<file path="src/rtl/ex_stage_pkg.sv">
// Shared definitions for the RV32IM execute stage: operation codes, forward
// selects, divider FSM states and small decode helpers.
package ex_stage_pkg;

  localparam int XLEN  = 32;
  localparam int CNT_W = $clog2(XLEN);

  localparam logic [XLEN-1:0] INT_MIN = {1'b1, {(XLEN-1){1'b0}}};

  localparam logic [4:0] OP_ADD    = 5'd0;
  localparam logic [4:0] OP_SUB    = 5'd1;
  localparam logic [4:0] OP_AND    = 5'd2;
  localparam logic [4:0] OP_OR     = 5'd3;
  localparam logic [4:0] OP_XOR    = 5'd4;
  localparam logic [4:0] OP_SLT    = 5'd5;
  localparam logic [4:0] OP_SLTU   = 5'd6;
  localparam logic [4:0] OP_SLL    = 5'd7;
  localparam logic [4:0] OP_SRL    = 5'd8;
  localparam logic [4:0] OP_SRA    = 5'd9;
  localparam logic [4:0] OP_LUI    = 5'd10;
  localparam logic [4:0] OP_MUL    = 5'd11;
  localparam logic [4:0] OP_MULH   = 5'd12;
  localparam logic [4:0] OP_MULHSU = 5'd13;
  localparam logic [4:0] OP_MULHU  = 5'd14;
  localparam logic [4:0] OP_DIV    = 5'd15;
  localparam logic [4:0] OP_DIVU   = 5'd16;
  localparam logic [4:0] OP_REM    = 5'd17;
  localparam logic [4:0] OP_REMU   = 5'd18;

  localparam logic [1:0] FWD_RF  = 2'b00;
  localparam logic [1:0] FWD_WB  = 2'b01;
  localparam logic [1:0] FWD_MEM = 2'b10;

  typedef enum logic [1:0] {
    DIV_IDLE = 2'd0,
    DIV_BUSY = 2'd1,
    DIV_DONE = 2'd2
  } div_state_e;

  function automatic logic is_div_op(input logic [4:0] op);
    return (op == OP_DIV) || (op == OP_DIVU) || (op == OP_REM) || (op == OP_REMU);
  endfunction

  function automatic logic is_signed_div(input logic [4:0] op);
    return (op == OP_DIV) || (op == OP_REM);
  endfunction

  function automatic logic is_rem_op(input logic [4:0] op);
    return (op == OP_REM) || (op == OP_REMU);
  endfunction

endpackage

</file>
<file path="src/rtl/ex_stage_div.sv">
// Radix-2 restoring divider on operand magnitudes with sign fixup and
// special-case results (divide by zero, signed overflow).
module div_iter
  import ex_stage_pkg::*;
(
  input  logic            clk,
  input  logic            rst_n,
  input  logic            start,
  input  logic            step,
  input  logic            abort,
  input  logic [XLEN-1:0] dividend,
  input  logic [XLEN-1:0] divisor,
  input  logic            is_signed,
  input  logic            is_rem,
  output logic            special,
  output logic            done,
  output logic [XLEN-1:0] result
);

  logic [XLEN-1:0]  rem_q, quo_q, dvsr_q, spec_val_q;
  logic [CNT_W-1:0] count_q;
  logic             neg_q, neg_r, rem_sel_q, spec_q;

  logic             div_zero, overflow;
  logic [XLEN-1:0]  dvd_mag, dvs_mag, spec_val;
  logic [XLEN:0]    shifted, trial;
  logic [XLEN-1:0]  quo_fix, rem_fix;

  assign div_zero = (divisor == '0);
  assign overflow = is_signed && (dividend == INT_MIN) && (divisor == '1);
  assign special  = div_zero || overflow;

  assign spec_val = div_zero ? (is_rem ? dividend : '1)
                             : (is_rem ? '0 : INT_MIN);

  assign dvd_mag = (is_signed && dividend[XLEN-1]) ? -dividend : dividend;
  assign dvs_mag = (is_signed && divisor[XLEN-1])  ? -divisor  : divisor;

  // One restoring step: shift the next dividend bit into the partial
  // remainder and keep the subtraction only when it does not go negative.
  assign shifted = {rem_q, quo_q[XLEN-1]};
  assign trial   = shifted - {1'b0, dvsr_q};

  assign done = step && (count_q == CNT_W'(XLEN-1));

  always_ff @(posedge clk or negedge rst_n) begin
    if (!rst_n) begin
      rem_q      <= '0;
      quo_q      <= '0;
      dvsr_q     <= '0;
      spec_val_q <= '0;
      count_q    <= '0;
      neg_q      <= 1'b0;
      neg_r      <= 1'b0;
      rem_sel_q  <= 1'b0;
      spec_q     <= 1'b0;
    end else if (abort) begin
      count_q <= '0;
      spec_q  <= 1'b0;
    end else if (start) begin
      rem_q      <= '0;
      quo_q      <= dvd_mag;
      dvsr_q     <= dvs_mag;
      spec_val_q <= spec_val;
      count_q    <= '0;
      neg_q      <= is_signed && (dividend[XLEN-1] ^ divisor[XLEN-1]);
      neg_r      <= is_signed && dividend[XLEN-1];
      rem_sel_q  <= is_rem;
      spec_q     <= special;
    end else if (step) begin
      if (!trial[XLEN]) begin
        rem_q <= trial[XLEN-1:0];
        quo_q <= {quo_q[XLEN-2:0], 1'b1};
      end else begin
        rem_q <= shifted[XLEN-1:0];
        quo_q <= {quo_q[XLEN-2:0], 1'b0};
      end
      count_q <= count_q + 1'b1;
    end
  end

  assign quo_fix = neg_q ? -quo_q : quo_q;
  assign rem_fix = neg_r ? -rem_q : rem_q;
  assign result  = spec_q ? spec_val_q : (rem_sel_q ? rem_fix : quo_fix);

endmodule

</file>
<file path="src/rtl/ex_stage.sv">
// RV32IM execute stage: operand bypass muxes, ALU/multiply, divide control
// FSM around div_iter, and the EX/MEM pipeline register.
module ex_stage
  import ex_stage_pkg::*;
(
  input  logic            clk,
  input  logic            rst_n,
  input  logic            valid_ex,
  input  logic [XLEN-1:0] rs1_val_ex,
  input  logic [XLEN-1:0] rs2_val_ex,
  input  logic [XLEN-1:0] imm_ex,
  input  logic [4:0]      alu_op_ex,
  input  logic            alu_src_b_ex,
  input  logic [4:0]      rd_ex,
  input  logic            RegWrite_ex,
  input  logic            MemRead_ex,
  input  logic            MemWrite_ex,
  input  logic [1:0]      forward_a,
  input  logic [1:0]      forward_b,
  input  logic [XLEN-1:0] wb_data,
  input  logic            flush_ex,
  output logic            stall_ex,
  output logic            valid_mem,
  output logic [XLEN-1:0] alu_result_mem,
  output logic [XLEN-1:0] store_data_mem,
  output logic [4:0]      rd_mem,
  output logic            RegWrite_mem,
  output logic            MemRead_mem,
  output logic            MemWrite_mem,
  output div_state_e      div_state
);

  logic [XLEN-1:0]   op_a, fwd_b, op_b, exec_result, div_result;
  logic [CNT_W-1:0]  shamt;
  logic              mul_a_signed, mul_b_signed;
  logic [2*XLEN-1:0] mul_a, mul_b, prod;
  logic              div_issue, div_start, div_step, div_abort, div_special, div_done;
  div_state_e        state_q, state_d;

  always_comb begin
    case (forward_a)
      FWD_WB:  op_a = wb_data;
      FWD_MEM: op_a = alu_result_mem;
      default: op_a = rs1_val_ex;
    endcase
    case (forward_b)
      FWD_WB:  fwd_b = wb_data;
      FWD_MEM: fwd_b = alu_result_mem;
      default: fwd_b = rs2_val_ex;
    endcase
  end

  assign op_b  = alu_src_b_ex ? imm_ex : fwd_b;
  assign shamt = op_b[CNT_W-1:0];

  // A single double-width multiplier; operand extension picks the signedness.
  assign mul_a_signed = (alu_op_ex == OP_MULH) || (alu_op_ex == OP_MULHSU);
  assign mul_b_signed = (alu_op_ex == OP_MULH);
  assign mul_a = {{XLEN{mul_a_signed & op_a[XLEN-1]}}, op_a};
  assign mul_b = {{XLEN{mul_b_signed & op_b[XLEN-1]}}, op_b};
  assign prod  = mul_a * mul_b;

  always_comb begin
    exec_result = '0;
    case (alu_op_ex)
      OP_ADD:    exec_result = op_a + op_b;
      OP_SUB:    exec_result = op_a - op_b;
      OP_AND:    exec_result = op_a & op_b;
      OP_OR:     exec_result = op_a | op_b;
      OP_XOR:    exec_result = op_a ^ op_b;
      OP_SLT:    exec_result = {{(XLEN-1){1'b0}}, $signed(op_a) < $signed(op_b)};
      OP_SLTU:   exec_result = {{(XLEN-1){1'b0}}, op_a < op_b};
      OP_SLL:    exec_result = op_a << shamt;
      OP_SRL:    exec_result = op_a >> shamt;
      OP_SRA:    exec_result = $signed(op_a) >>> shamt;
      OP_LUI:    exec_result = op_b;
      OP_MUL:    exec_result = prod[XLEN-1:0];
      OP_MULH, OP_MULHSU, OP_MULHU: exec_result = prod[2*XLEN-1:XLEN];
      default:   exec_result = '0;
    endcase
  end

  assign div_issue = valid_ex && is_div_op(alu_op_ex);

  div_iter u_div (
    .clk       (clk),
    .rst_n     (rst_n),
    .start     (div_start),
    .step      (div_step),
    .abort     (div_abort),
    .dividend  (op_a),
    .divisor   (op_b),
    .is_signed (is_signed_div(alu_op_ex)),
    .is_rem    (is_rem_op(alu_op_ex)),
    .special   (div_special),
    .done      (div_done),
    .result    (div_result)
  );

  always_ff @(posedge clk or negedge rst_n) begin
    if (!rst_n) state_q <= DIV_IDLE;
    else        state_q <= state_d;
  end

  // stall_ex high means ID/EX must hold; the held divide retires in DONE.
  always_comb begin
    state_d   = state_q;
    stall_ex  = 1'b0;
    div_start = 1'b0;
    div_step  = 1'b0;
    div_abort = 1'b0;
    case (state_q)
      DIV_IDLE: begin
        if (!flush_ex && div_issue) begin
          div_start = 1'b1;
          stall_ex  = 1'b1;
          state_d   = div_special ? DIV_DONE : DIV_BUSY;
        end
      end
      DIV_BUSY: begin
        if (flush_ex) begin
          div_abort = 1'b1;
          state_d   = DIV_IDLE;
        end else begin
          div_step = 1'b1;
          stall_ex = 1'b1;
          if (div_done) state_d = DIV_DONE;
        end
      end
      DIV_DONE: state_d = DIV_IDLE;
      default:  state_d = DIV_IDLE;
    endcase
  end

  assign div_state = state_q;

  always_ff @(posedge clk or negedge rst_n) begin
    if (!rst_n) begin
      valid_mem      <= 1'b0;
      alu_result_mem <= '0;
      store_data_mem <= '0;
      rd_mem         <= '0;
      RegWrite_mem   <= 1'b0;
      MemRead_mem    <= 1'b0;
      MemWrite_mem   <= 1'b0;
    end else if (flush_ex || stall_ex) begin
      valid_mem    <= 1'b0;
      RegWrite_mem <= 1'b0;
      MemRead_mem  <= 1'b0;
      MemWrite_mem <= 1'b0;
    end else begin
      valid_mem      <= valid_ex;
      alu_result_mem <= (state_q == DIV_DONE) ? div_result : exec_result;
      store_data_mem <= fwd_b;
      rd_mem         <= rd_ex;
      RegWrite_mem   <= valid_ex && RegWrite_ex;
      MemRead_mem    <= valid_ex && MemRead_ex;
      MemWrite_mem   <= valid_ex && MemWrite_ex;
    end
  end

endmodule
</file>
<file path="config.mk">
export PLATFORM = sky130hd
export DESIGN_NAME = ex_stage
export DESIGN_NICKNAME = d
export VERILOG_FILES = /design/src/rtl/ex_stage_pkg.sv /design/src/rtl/ex_stage_div.sv /design/src/rtl/ex_stage.sv
export SDC_FILE = /design/constraint.sdc
export NUM_CORES = 2
export LEC_CHECK = 0
export CAP_MARGIN = 20
export CELL_PAD_IN_SITES_DETAIL_PLACEMENT = 1
export CELL_PAD_IN_SITES_GLOBAL_PLACEMENT = 2
export CORE_ASPECT_RATIO = 0.6
export CORE_MARGIN = 2
export CORE_UTILIZATION = 40
export CTS_CLUSTER_DIAMETER = 100
export DETAILED_ROUTE_END_ITERATION = 8
export PLACE_DENSITY_LB_ADDON = 0.1
export SLEW_MARGIN = 20
export SYNTH_ARGS = -nofsm -noshare
export SYNTH_HDL_FRONTEND = slang
export SYNTH_HIERARCHICAL = 1
export SYNTH_SLANG_ARGS = --single-unit
</file>
<file path="constraint.sdc">
create_clock -name clk -period 10.9 [get_ports clk]
set_input_delay 2.18 -clock clk [delete_from_list [all_inputs] [get_ports clk]]
set_output_delay 2.18 -clock clk [all_outputs]
set_load 0.01 [all_outputs]
</file>
# Yosys cells after proc, flatten, opt, wreduce, memory -nomap -nowiden
# Index checks and enable logic that the tools add are counted.
# totals
register_bits	212
latch_bits	0
ramBits	0
mem_bits_ro	0
inputBits	150
wordCells	138
n_memories	0
# op_classes
n_addsub	8
n_mul	1
div	0
order_cmp	2
n_eq_ne	29
shift	3
muxes	41
n_bitwise	7
reduce_logical	30
# op_table
operator	count
$mux 32	16
$pmux 32 s13	1
$neg 32->32	4
$pmux 32 s2	2
$eq 32x32->1 const B	2
$lt 32x32->1	2
$mul 33x33->64	1
$eq 5x4->1 const B	8
$sub 33x32->33	1
$add 32x32->32	1
$and 32x32->32	1
$logic_not 32->1	1
$or 32x32->32	1
$shl 32x5->32	1
$shr 32x5->32	1
$sshr 32x5->32	1
$sub 32x32->32	1
$xor 32x32->32	1
$eq 5x3->1 const B	4
$eq 5x5->1 const B	4
$mux 5	3
$mux 1	13
$logic_and 1x1->1	11
$eq 5x2->1 const B	2
20 further kinds	38

# Depth between registers and ports, before layout
# depth
word_depth	10
mapped_depth	40

# Modules after synthesis
# The synthesis kept the hierarchy.
# by_module_without_submodules
module	n_inst	cells_each	area_each_um2	seq_area_each_um2
ex_stage	1	6260	51280.4	1876.8
div_iter	1	1408	11038.1	3428.3

# Worst setup path after synthesis
# Ideal clock, no wire load.
# synth_timing
path_kind	in2reg
from	in forward_b[0]
to	reg alu_result_mem[26]
arrival_ns	11.313
path_slack_ns	-0.479
cell_stages	37
n_path_buf	7
path_cell_list	inv_1 > ha_1 > or2_1 > buf_6 > o221ai_4 > buf_2 > buf_2 > clkbuf_1 > buf_1 > clkbuf_1 > nor2_1 > fa_1 > inv_1 > fa_1 > inv_1 > fa_1 > inv_1 > fa_1 > inv_1 > fa_1 > fa_1 > fa_1 > inv_1 > fa_1 > inv_1 > ha_1 > clkbuf_1 > nand4_1 > nor3_1 > nand2_1 > o21bai_1 > o2bb2ai_1 > nand4_1 > a21o_1 > or4_1 > nand3_1 > o31a_1
# synth_between
elab_chain_len	7
word_cells_on_any_way	16
cone_classes	add/sub: 2; mul: 1; eq/ne: 2; shift: 3; mux: 4; bitwise: 4
# synth_lines
element	line_no	text
start, declared	ex_stage.sv:19	input logic [1:0] forward_b,
$eq 2x2->1 / $eq 2x1->1 (equally long branches)	ex_stage.sv:46	case (forward_b)
$pmux 32 s2 *	ex_stage.sv:46	
$mux 32 *	ex_stage.sv:53	assign op_b = alu_src_b_ex ? imm_ex : fwd_b;
$and 1x1->1	ex_stage.sv:60	assign mul_b = {{XLEN{mul_b_signed & op_b[XLEN-1]}}, op_b};
$mul 33x33->64	ex_stage.sv:61	assign prod = mul_a * mul_b;
$pmux 32 s13 *	ex_stage.sv:65	case (alu_op_ex)
$mux 32 *	ex_stage.sv:153	alu_result_mem <= (state_q == DIV_DONE) ? div_result : exec_result;
end signal, assigned	ex_stage.sv:153	
end, declared	ex_stage.sv:24	output logic [XLEN-1:0] alu_result_mem,
# Every way passes the cells marked *; elsewhere a longest branch is shown, timed or not.
# A chain may end at the register's enable or synchronous reset.

# Worst setup path in the final report
# layout_timing
from	in forward_b[0]
to	reg alu_result_mem[21]
# Same word-level chain as after synthesis.

==> results by group <==
Status
  • Outcome: completed

Synthesis
  • Cell area after synthesis: 0.0623 sq mm
  • Yosys warnings: 6
  • Synth top area share: 36.2%
  • Count of cell types in the netlist: 112
  • Synth area leaders: fa_1, dfrtp_1, inv_1, nand2_1, ha_1
  • Synth area leader: fa_1
  • Mapped Nets: 9298
  • Post-synth ARST share: 100%
  • Post-synth EDFFs: 0
  • Main synth FF type: dfrtp_1
  • Top-count cell post-synth: inv_1
  • Synthesized instance count: 7668
  • Mean Syn Cell Area: 8.13 sq um
  • Synth top cells by count: inv_1, nand2_1, fa_1
  • Register area share after synthesis: 8.51%
  • Flops & latches, synth: 212

Cells and area
  • Syn-to-layout area delta: 25.3%
  • Area occupied by multi-input gates: 0.0518 sq mm
  • Fill cells: 18400
  • Layout net count: 10200
  • FF/Latch Area: 0.00531 sq mm
  • Post-Layout Inst Area: 0.0781 sq mm
  • Layout cells sized above 1: 17.7%

Drt
  • WL final: 359000 um
  • Vias: 64700
  • DRT iter0 DRCs: 7955
  • DRC Markers: 0
  • Avg WL per Cell: 33.6 um
  • First-pass detailed-route iteration total: 6
  • Via density: 6.06
  • Final antenna-violating net count: 0

CTS
  • Skew-Pair Late Insertion Delay: 0.59 ns
  • Root buf cell: clkbuf_16
  • H-Tree Depth: 1
  • Clock buffer depth: 3
  • TritonCTS buffer count: 22
  • CTS hold repair buffers: 0
  • Clk pin slew, worst setup/hold paths: 0.07 ns
  • CTS tree: done
  • Clock sinks: 212

Place
  • Input/output buffers: 225
  • Dpl hpwl: 303000 um
  • GPL Wtd Cong: 1.08
  • Post-DP Area: 0.0753 sq mm

Global route
  • Grt ovf: 0
  • Met1 Use GR: 65.3%
  • Global routing usage on met2: 58.3%
  • Tot GR Track Use: 44.5%
  • Largest net degree at the start of global routing: 124
  • Met3 track demand over resource: 18.0%
  • First-pass GRT wire length: 503000 um
  • Vias in the first global route: 66200
  • Top Usage Layer GRT: met1
  • Initial antenna violation count: 33

Floorplan
  • Core area: 0.155 sq mm
  • Starting Density: 40.2%
  • Row count: 112
  • Die Y: 310 um
  • Die width: 514 um
  • I/O pins: 226
  • Die area: 0.159 sq mm

Worst setup path
  • CP bufs+invs: 15
  • Crit end category: flop
  • Crit-path max cell delay: 0.61 ns
  • Max FO, Critical Path: 9
  • Worst Path Required: 11.34 ns
  • Crit path DAT: 11.27 ns
  • Cell family contributing the most delay on the critical path: adder cells
  • CP max-delay cell: fa_1
  • Startpoint Class: primary input
  • Most frequent CP cell: buf_4
  • Crit Path Class: primary input to flop

STA
  • Clock Skew: 0.0284 ns
  • Worst-Margin Slew: 1.27 ns
  • Min Tclk post-route: 10.83 ns
  • Fin. max-slew vios: 0
  • Period utilization: 99.3%
  • Slew headroom: 14.7%
  • Setup violators final: 0
  • Max frequency: 92.4 MHz
  • Hold Violations, Final: 0

Job
  • Number of max-cap violations: 0

Worst hold path
  • Worst Hold Class: flop to flop
[routing by layer]
| metal | wire length [um] | share of wire, % | vias up |
|---|---|---|---|
| met5 | 221 | 0.062 | - |
| met4 | 13800 | 3.8 | 34 |
| met3 | 53200 | 15 | 603 |
| met2 | 135000 | 38 | 3981 |
| met1 | 157000 | 44 | 33600 |
| li1 | - | - | 26500 |
[worst paths after layout]
kind	startpoint	endpoint	slack, ns	depth (start not counted)
setup reg to reg	alu_result_mem[31]$_DFFE_PN0P_	alu_result_mem[21]$_DFFE_PN0P_	1.46	37
min in group asynchronous	rst_n	u_div/rem_q[23]$_DFFE_PN0P_	1.61	1
setup / recovery	forward_b[0]	alu_result_mem[21]$_DFFE_PN0P_	0.07	37
max in group asynchronous	rst_n	store_data_mem[17]$_DFFE_PN0P_	7.20	3
hold reg to reg	u_div/dvsr_q[20]$_DFFE_PN0P_	u_div/dvsr_q[20]$_DFFE_PN0P_	0.48	2
hold / removal	u_div/dvsr_q[20]$_DFFE_PN0P_	u_div/dvsr_q[20]$_DFFE_PN0P_	0.48	2
[through the flow]
| stage | setup TNS (ns) | hold WS (ns) | std cells | utilization, % | worst slack, ns |
|---|---|---|---|---|---|
| final | 0 | 0.483 | 10700 | 50.3 | 0.0732 |
| after global routing | -0.0152 | 0.509 | 10700 | 50.3 | -0.0152 |
| after CTS | -0.0821 | 0.485 | 10600 | 49.6 | -0.0656 |
| after detailed placement | -32.08 | 0.470 | 10600 | 48.6 | -1.57 |
| after global placement | -29.44 | 0.459 | 10600 | 48.6 | -1.48 |
| after floorplan | 0 | 0.445 | 7668 | - | 0.00470 |
[timing repair]
action / CTS / global route
endpoints found under the setup margin: 32 / 32
buffers inserted: 21 / 39
pin swaps: 29 / 76
cloned: 0 / 3
resized for setup: 157 / 151
hold endpoints to repair: 0 / 0
[worst reg2reg max path, delay by kind of cell, from the launching register on]
| family | cells | cell delay [ns] |
|---|---|---|
| fa+ha+maj | 9 | 4.27 |
| buf+inv | 15 | 1.98 |
| simple gates | 5 | 1.16 |
| compound gates | 7 | 1.08 |
| flops | 1 | 0.73 |
| mux | 1 | 0.10 |
[cells in the final DEF (no fill, tap or decap), drive strengths merged, types with 61 or more instances in the layout]
cell	synthesis	layout
ha	352	352
a21oi	333	333
nor2	661	661
clkdlybuf4s50	0	219
o21ai	465	465
inv	1273	1263
nand3	83	83
o22ai	61	61
a22oi	89	89
mux2i	157	157
dfrtp	212	212
nand2	1208	1208
xnor2	115	115
xor2	108	108
buf	124	1142
fa	1128	1128
nor3	62	62
[flip-flops by register name, summed over array words and instances (netlist names), 2 cells and up]
| register | cells |
|---|---|
| store_data_mem | 32 |
| u_div/count_q | 5 |
| u_div/dvsr_q | 32 |
| alu_result_mem | 32 |
| u_div/spec_val_q | 32 |
| u_div/quo_q | 32 |
| u_div/rem_q | 32 |
| rd_mem | 5 |
| div_state | 2 |
[logic make-up (layout without fill, tap and decap cells)]
logic type,count (synthesis),in the layout,share of synthesized area (%)
AND/OR/NAND/NOR,2329,2329,15.9
other,0,16,0
adder cells (fa/ha/maj),1480,1480,43.3
multiplexers,177,177,2.93
buffers and inverters,1756,2691,10.8
AO/OA/AOI/OAI,1490,1490,15.4
flip-flops,212,212,8.51
XOR/XNOR,224,224,3.17
[layout make-up]
class | instances | share of cell area [%]
timing repair buffer | 1368 | 16.3
clock inverter | 4 | 0.0304
multi-input combinational | 5700 | 66.4
tap | 2052 | 3.29
inverter | 1285 | 6.24
clock buffer | 34 | 0.893
sequential | 212 | 6.80
antenna | 16 | 0.0513
Power is not shown: default switching activity piles up to over one toggle a cycle in this logic, so the estimate is an artifact.
